==> src/rtl/fpadd_issue_ctrl.sv <==
// fpadd_issue_ctrl: valid/ready issue and capture wrapper around fpadd_single.
// Holds operands for LAT clocks, then presents the classified sum downstream.
module fpadd_issue_ctrl #(
    parameter int LAT = 2
) (
    input  logic        clk,
    input  logic        reset,
    input  logic        in_valid,
    output logic        in_ready,
    input  logic [31:0] in_a,
    input  logic [31:0] in_b,
    output logic [31:0] add_a,
    output logic [31:0] add_b,
    input  logic [31:0] add_out,
    output logic        res_valid,
    input  logic        res_ready,
    output logic [31:0] res_data,
    output logic [3:0]  res_flags,
    output logic [15:0] txn_count
);
    typedef enum logic [1:0] {IDLE, WAIT, HOLD} state_t;
    state_t     state, state_nx;
    logic [3:0] cnt;
    logic       accept, cap, pop;
    logic [3:0] flags;
    always_comb begin
        in_ready = (state == IDLE) || (state == HOLD && res_ready);
        accept   = in_valid && in_ready;
        cap      = (state == WAIT) && (cnt == 4'(LAT));
        pop      = (state == HOLD) && res_ready;
        state_nx = accept ? WAIT : cap ? HOLD : pop ? IDLE : state;
        flags    = {add_out[30:23] == 8'hFF && add_out[22:0] != 0,
                    add_out[30:23] == 8'hFF && add_out[22:0] == 0,
                    add_out[30:23] == 8'h00 && add_out[22:0] == 0,
                    add_out[30:23] == 8'h00 && add_out[22:0] != 0};
    end
    always_ff @(posedge clk or negedge reset) begin
        if (!reset) begin
            state     <= IDLE;
            cnt       <= '0;
            add_a     <= '0;
            add_b     <= '0;
            res_data  <= '0;
            res_flags <= '0;
            res_valid <= 1'b0;
            txn_count <= '0;
        end else begin
            state <= state_nx;
            if (accept) begin
                add_a <= in_a;
                add_b <= in_b;
                cnt   <= 4'd1;
            end else if (state == WAIT && !cap) begin
                cnt <= cnt + 4'd1;
            end
            if (cap) begin
                res_data  <= add_out;
                res_flags <= flags;
                res_valid <= 1'b1;
            end
            if (pop) begin
                res_valid <= 1'b0;
                txn_count <= txn_count + 16'd1;
            end
        end
    end
endmodule

==> config.mk <==
export PLATFORM = sky130hd
export DESIGN_NAME = fpadd_issue_ctrl
export DESIGN_NICKNAME = d
export VERILOG_FILES = /design/src/rtl/fpadd_issue_ctrl.sv
export SDC_FILE = /design/constraint.sdc
export NUM_CORES = 1
export LEC_CHECK = 0
export ABC_AREA = 1
export CORE_ASPECT_RATIO = 1.25
export CORE_UTILIZATION = 42
export DETAILED_ROUTE_END_ITERATION = 10
export MAX_ROUTING_LAYER = met4
export PLACE_DENSITY = 0.76
export SETUP_SLACK_MARGIN = 0.2
export SLEW_MARGIN = 30
export SYNTH_ARGS = -nofsm -noshare
export SYNTH_HDL_FRONTEND = slang
export SYNTH_SLANG_ARGS = --single-unit
==> constraint.sdc <==
create_clock -name clk -period 1.6 [get_ports clk]
set_clock_uncertainty 0.05 [all_clocks]
set_input_delay 0.48 -clock clk [delete_from_list [all_inputs] [get_ports clk]]
set_output_delay 0.48 -clock clk [all_outputs]
set_load 0.02 [all_outputs]
After elaboration in Yosys (flattened, before gate mapping)
Index checks and enable logic that the tools add are counted.
Widths: inputs -> output; s select.
{ "classes": {"add_sub_neg": 2, "n_eq_ne": 4, "mux": 7, "n_reduce_logical": 17} }
{ "ops": {"columns": ["op", "n"], "rows": [
  ["$logic_not 23->1", 1],
  ["$reduce_bool 23->1", 1],
  ["$add 16x1->16 const B", 1],
  ["$eq 8x8->1 const B", 1],
  ["$logic_and 1x1->1", 8],
  ["$logic_not 8->1", 1],
  ["$mux 4", 2],
  ["$mux 2", 3],
  ["$add 4x1->4 const B", 1],
  ["$eq 4x2->1 const B", 1],
  ["$reduce_bool 2->1", 2],
  ["$reduce_bool 3->1", 1],
  ["$eq 2x1->1 const B", 1],
  ["$eq 2x2->1 const B", 1],
  ["$logic_not 2->1", 1],
  ["$mux 1", 2],
  ["$logic_not 1->1", 1],
  ["$logic_or 1x1->1", 1]
]} }
{ "totals": {"reg_bits": 123, "out_inout_bits": 118, "wordCells": 38} }

Depth between registers and ports, before layout
{ "depth": {"ltp_word": 6, "ltp_mapped": 8, "mapped_depth_nobuf": 8} }

Least setup slack after synthesis
Ideal clock, no wire load.
{ "synth_timing": {"path_kind": "input port to flip-flop", "from": "input res_ready", "to": "register add_a[27]", "t_arrival_ps": 1307, "path_slack_ps": 126, "stages": 7, "path_cell_list": "nand3_2 nand2_1 nand2_2 buf_6 buf_4 nand2_1 nand2_1"} }
{ "synth_via": {"elab_chain_cells": 3} }
{ "synth_lines": {"columns": ["item", "line_no", "rtl"], "rows": [
  ["from (decl)", "16", "input logic res_ready,"],
  ["$logic_and 1x1->1", "27", "in_ready = (state == IDLE) || (state == HOLD && res_ready);"],
  ["$logic_or 1x1->1", "27", null],
  ["net in_ready", "9", "output logic in_ready,"],
  ["$logic_and 1x1->1", "28", "accept = in_valid && in_ready;"],
  ["to (signal assigned)", "50", "add_a <= in_a;"],
  ["to (decl)", "12", "output logic [31:0] add_a,"]
]} }
The timed path passes the listed nets, and every way through them passes these cells.
A chain may end at the register's enable or synchronous reset.

Worst setup path after layout
{ "layout_timing": {"from": "register state[0]", "to": "register add_a[26]"} }
{ "layout_via": {"elab_chain_cells": 4, "word_cells_on_any_way": 5, "cone_classes": "eq/ne: 1; reduce/logical: 4"} }
{ "layout_lines": {"columns": ["item", "line_no", "rtl"], "rows": [
  ["from (decl)", "22", "state_t state, state_nx;"],
  ["from (signal assigned)", "48", "state <= state_nx;"],
  ["$eq 2x2->1", "27", null],
  ["$logic_and 1x1->1", "27", null],
  ["$logic_or 1x1->1 *", "27", null],
  ["$logic_and 1x1->1 *", "28", null]
]} }
Mark *: on every way between the ends. The rest lies on a longest branch, timed or not.

==> metrics.txt <==
status=complete, but fails checks; failing checks=setup timing; Finished Core Util=85.08%; Startpoint Class=flip-flop; Via Count=5557; Worst Hold Class=flip-flop to flip-flop; antenna violations before repair=0; Layout Nets=1041; worst path arrival time=2070 ps; Worst-Skew Late Latency=420 ps; clk buf depth=2; leak pwr=0.004899 uW; io pins=218; core area=0.01167 mm^2; RD Place Congestion=0.8347; hold_sp=add_b[26]; Final Setup Violations=103; antenna-violating nets left=0; synth unique cells=23; Root Driver=clkbuf_16; Synth Register Bits=123; Syn Nets=684; crit-path cells=inv_2 -> nand3_2 -> buf_4 -> buf_6 -> a21boi_4 -> buf_12 -> buf_6 -> buf_12 -> clkbuf_16 -> nand2_1 -> nand2_1; antenna fix cells=0; share of cells above drive strength 1=40.38%; Setup CP Type=flip-flop to flip-flop; worst vdd ir=0.0006199 V; CTS tree=built; ys flop type=dfrtp_1; Hold Crit Depth=2; final hold viol count=0; Initial Util=43.14%; Pwr Density=774.5 mW/mm^2; Global Route Usage Sum=29.67%; Slowest-stage cell, CP=dfrtp_1; post-synthesis sequential area ratio=61.13%; Worst-Margin Slew=491.8 ps; CP top delay family=buffers and inverters; Cell Rows=44; drt first-iter violations=263; IO buf count=217; post-layout min period=1771 ps; drt pass-1 iters=4; Post-DP Area=0.007635 mm^2; CP Buf/Inv Count=7; placed cells=976; H-tree Lvls=4; EDFF count, synth=0; unrepaired setup endpoints after global routing=true; pin count of the biggest net entering global routing=83; Die Y=124.4 um; slew margin rel.=67.21%; Avg Cell Area, Syn=8.666 um^2; Register-to-Register Path Depth=11; fillers=627; max-slew violation count=0; clock sinks=123; kind of end point of the critical path=flip-flop; Yosys warning total=0; r2r setup slk=-170 ps; maxcap violations=0; multi-input logic area=0.002053 mm^2; max incr delay on CP=410 ps; Final WS setup=-170.8 ps; GRT overflow=0; hold_ws=454.9 ps; f_max=0.5647 GHz; post-synthesis instance total=581; first-pass GRT wire length=27.17 mm; Register Area=0.003082 mm^2; detailed placement HPWL=9.932 mm; Post-synth ARST share=100.0%; Residual DRC=0; Mapped Area=0.005035 mm^2; Synth-to-Final Area Change=97.22%; vias per cell=4.997; most frequent cells in the layout=257 x nand2_1, 130 x buf_6, 120 x dfrtp_1, 98 x buf_4, 97 x clkdlybuf4s50_1; Die X=99.93 um; DRT Wirelength=19.82 mm; Post-Layout Cell Count=1112; Worst R2R Start=state[0]; Crit path required time=1900 ps; Worst Hold End=add_b[26]; CTS clock-pin slew for the worst setup and hold paths=60 ps; wire length per cell=17.82 um; critical path peak fanout=6; most common cell after layout, fill and taps aside=nand2_1; fin area=0.009930 mm^2; total CTS buffers=17; vias in the first global route=5572; die area=0.01243 mm^2; post-route clock period utilization=110.7%; r2r endpoint=add_a[26]
[area by class of cell]
| type | count | share of cell area, % |
|---|---|---|
| sequential | 123 | 31.04 |
| timing repair buffer | 359 | 39.53 |
| inverter | 29 | 1.222 |
| tap | 161 | 2.029 |
| clock buffer | 20 | 4.498 |
| multi-input combinational | 408 | 20.68 |
| clock inverter | 12 | 1.008 |
[registers in the layout, summed over array words and instances, names as in the netlist]
signal	count
txn_count	16
res_flags	4
add_a	32
res_valid	1
state	2
add_b	32
cnt	4
res_data	32
[worst min-delay path, cell delays in order, from the launching register on]
cell and delay [ps]:
dfrtp_1 360, nand2_1 60, nand2_1 60
[metrics by stage]
stage / setup TNS, ps / total power (uW) / setup slack [ps]
finish: -9342 / 7690 / -170.8
global route: -12900 / 7927 / -206.6
CTS: -726.3 / 7621 / -131.8
detailed placement: -30560 / 4027 / -716.6
global placement: -25500 / 4010 / -666.0
floorplan: 0 / 3486 / 204.8
[synthesized netlist by cell type (3+ instances only)]
| cell | number | area, um^2 |
|---|---|---|
| nand3_1 | 11 | 55.05 |
| xnor2_1 | 9 | 78.83 |
| nor3_1 | 3 | 15.01 |
| dfrtp_1 | 123 | 3078 |
| clkbuf_1 | 5 | 18.77 |
| buf_4 | 7 | 52.55 |
| inv_1 | 27 | 101.4 |
| buf_2 | 8 | 40.04 |
| nand4_1 | 9 | 56.30 |
| ha_1 | 3 | 37.54 |
| xor2_1 | 4 | 35.03 |
| nand2_1 | 312 | 1171 |
| o21ai_0 | 19 | 95.09 |
| nor2_1 | 29 | 108.9 |
[layer usage]
metal	track usage (%)	routed length, um	share of wire [%]	up-vias
met3	6.678	1111	5.6	69
li1	-	-	-	2502
met2	51.28	10820	55	269
met5	-	0	0	-
met1	31.39	7063	36	2717
met4	15.05	817	4.1	0
[where the power goes]
part	leakage [uW]	total (uW)	internal (uW)	switching (uW)
Clock	0.000254	3580	2160	1420
Combinational	0.00321	845	481	364
Sequential	0.00143	3270	3200	68.1
Total	0.00490	7690	5830	1860
[repair_timing]
item / in CTS / in global routing
setup buffers: 40 / 47
gates cloned: 12 / 4
endpoints found under the setup margin: 231 / 234
endpoints found under the hold margin: 21 / 0
gates resized for setup: 802 / 67
hold buffers: 1 / 0
pin swaps: 9 / 24
[cell families after synthesis]
group	after synthesis	share of synthesized area, %
AND/OR/NAND/NOR	370	28.93
flip-flops	123	61.13
buffers and inverters	50	4.598
AO/OA/AOI/OAI	22	2.336
XOR/XNOR	13	2.261
adder cells (fa/ha/maj)	3	0.7456
[how the worst max path moves through the flow]
stage	from	endpoint	slack (ps)	cells after the start
2_1_floorplan	res_ready	add_a[27]	200	7
3_3_place_gp	res_ready	in_ready	-670	4
3_5_place_dp	res_ready	in_ready	-720	4
4_1_cts	state[0]	in_ready	-130	4
5_1_grt	state[0]	in_ready	-210	4
6_report	state[0]	add_a[26]	-170	11
Note: power is estimated with default switching activity, not from simulation.
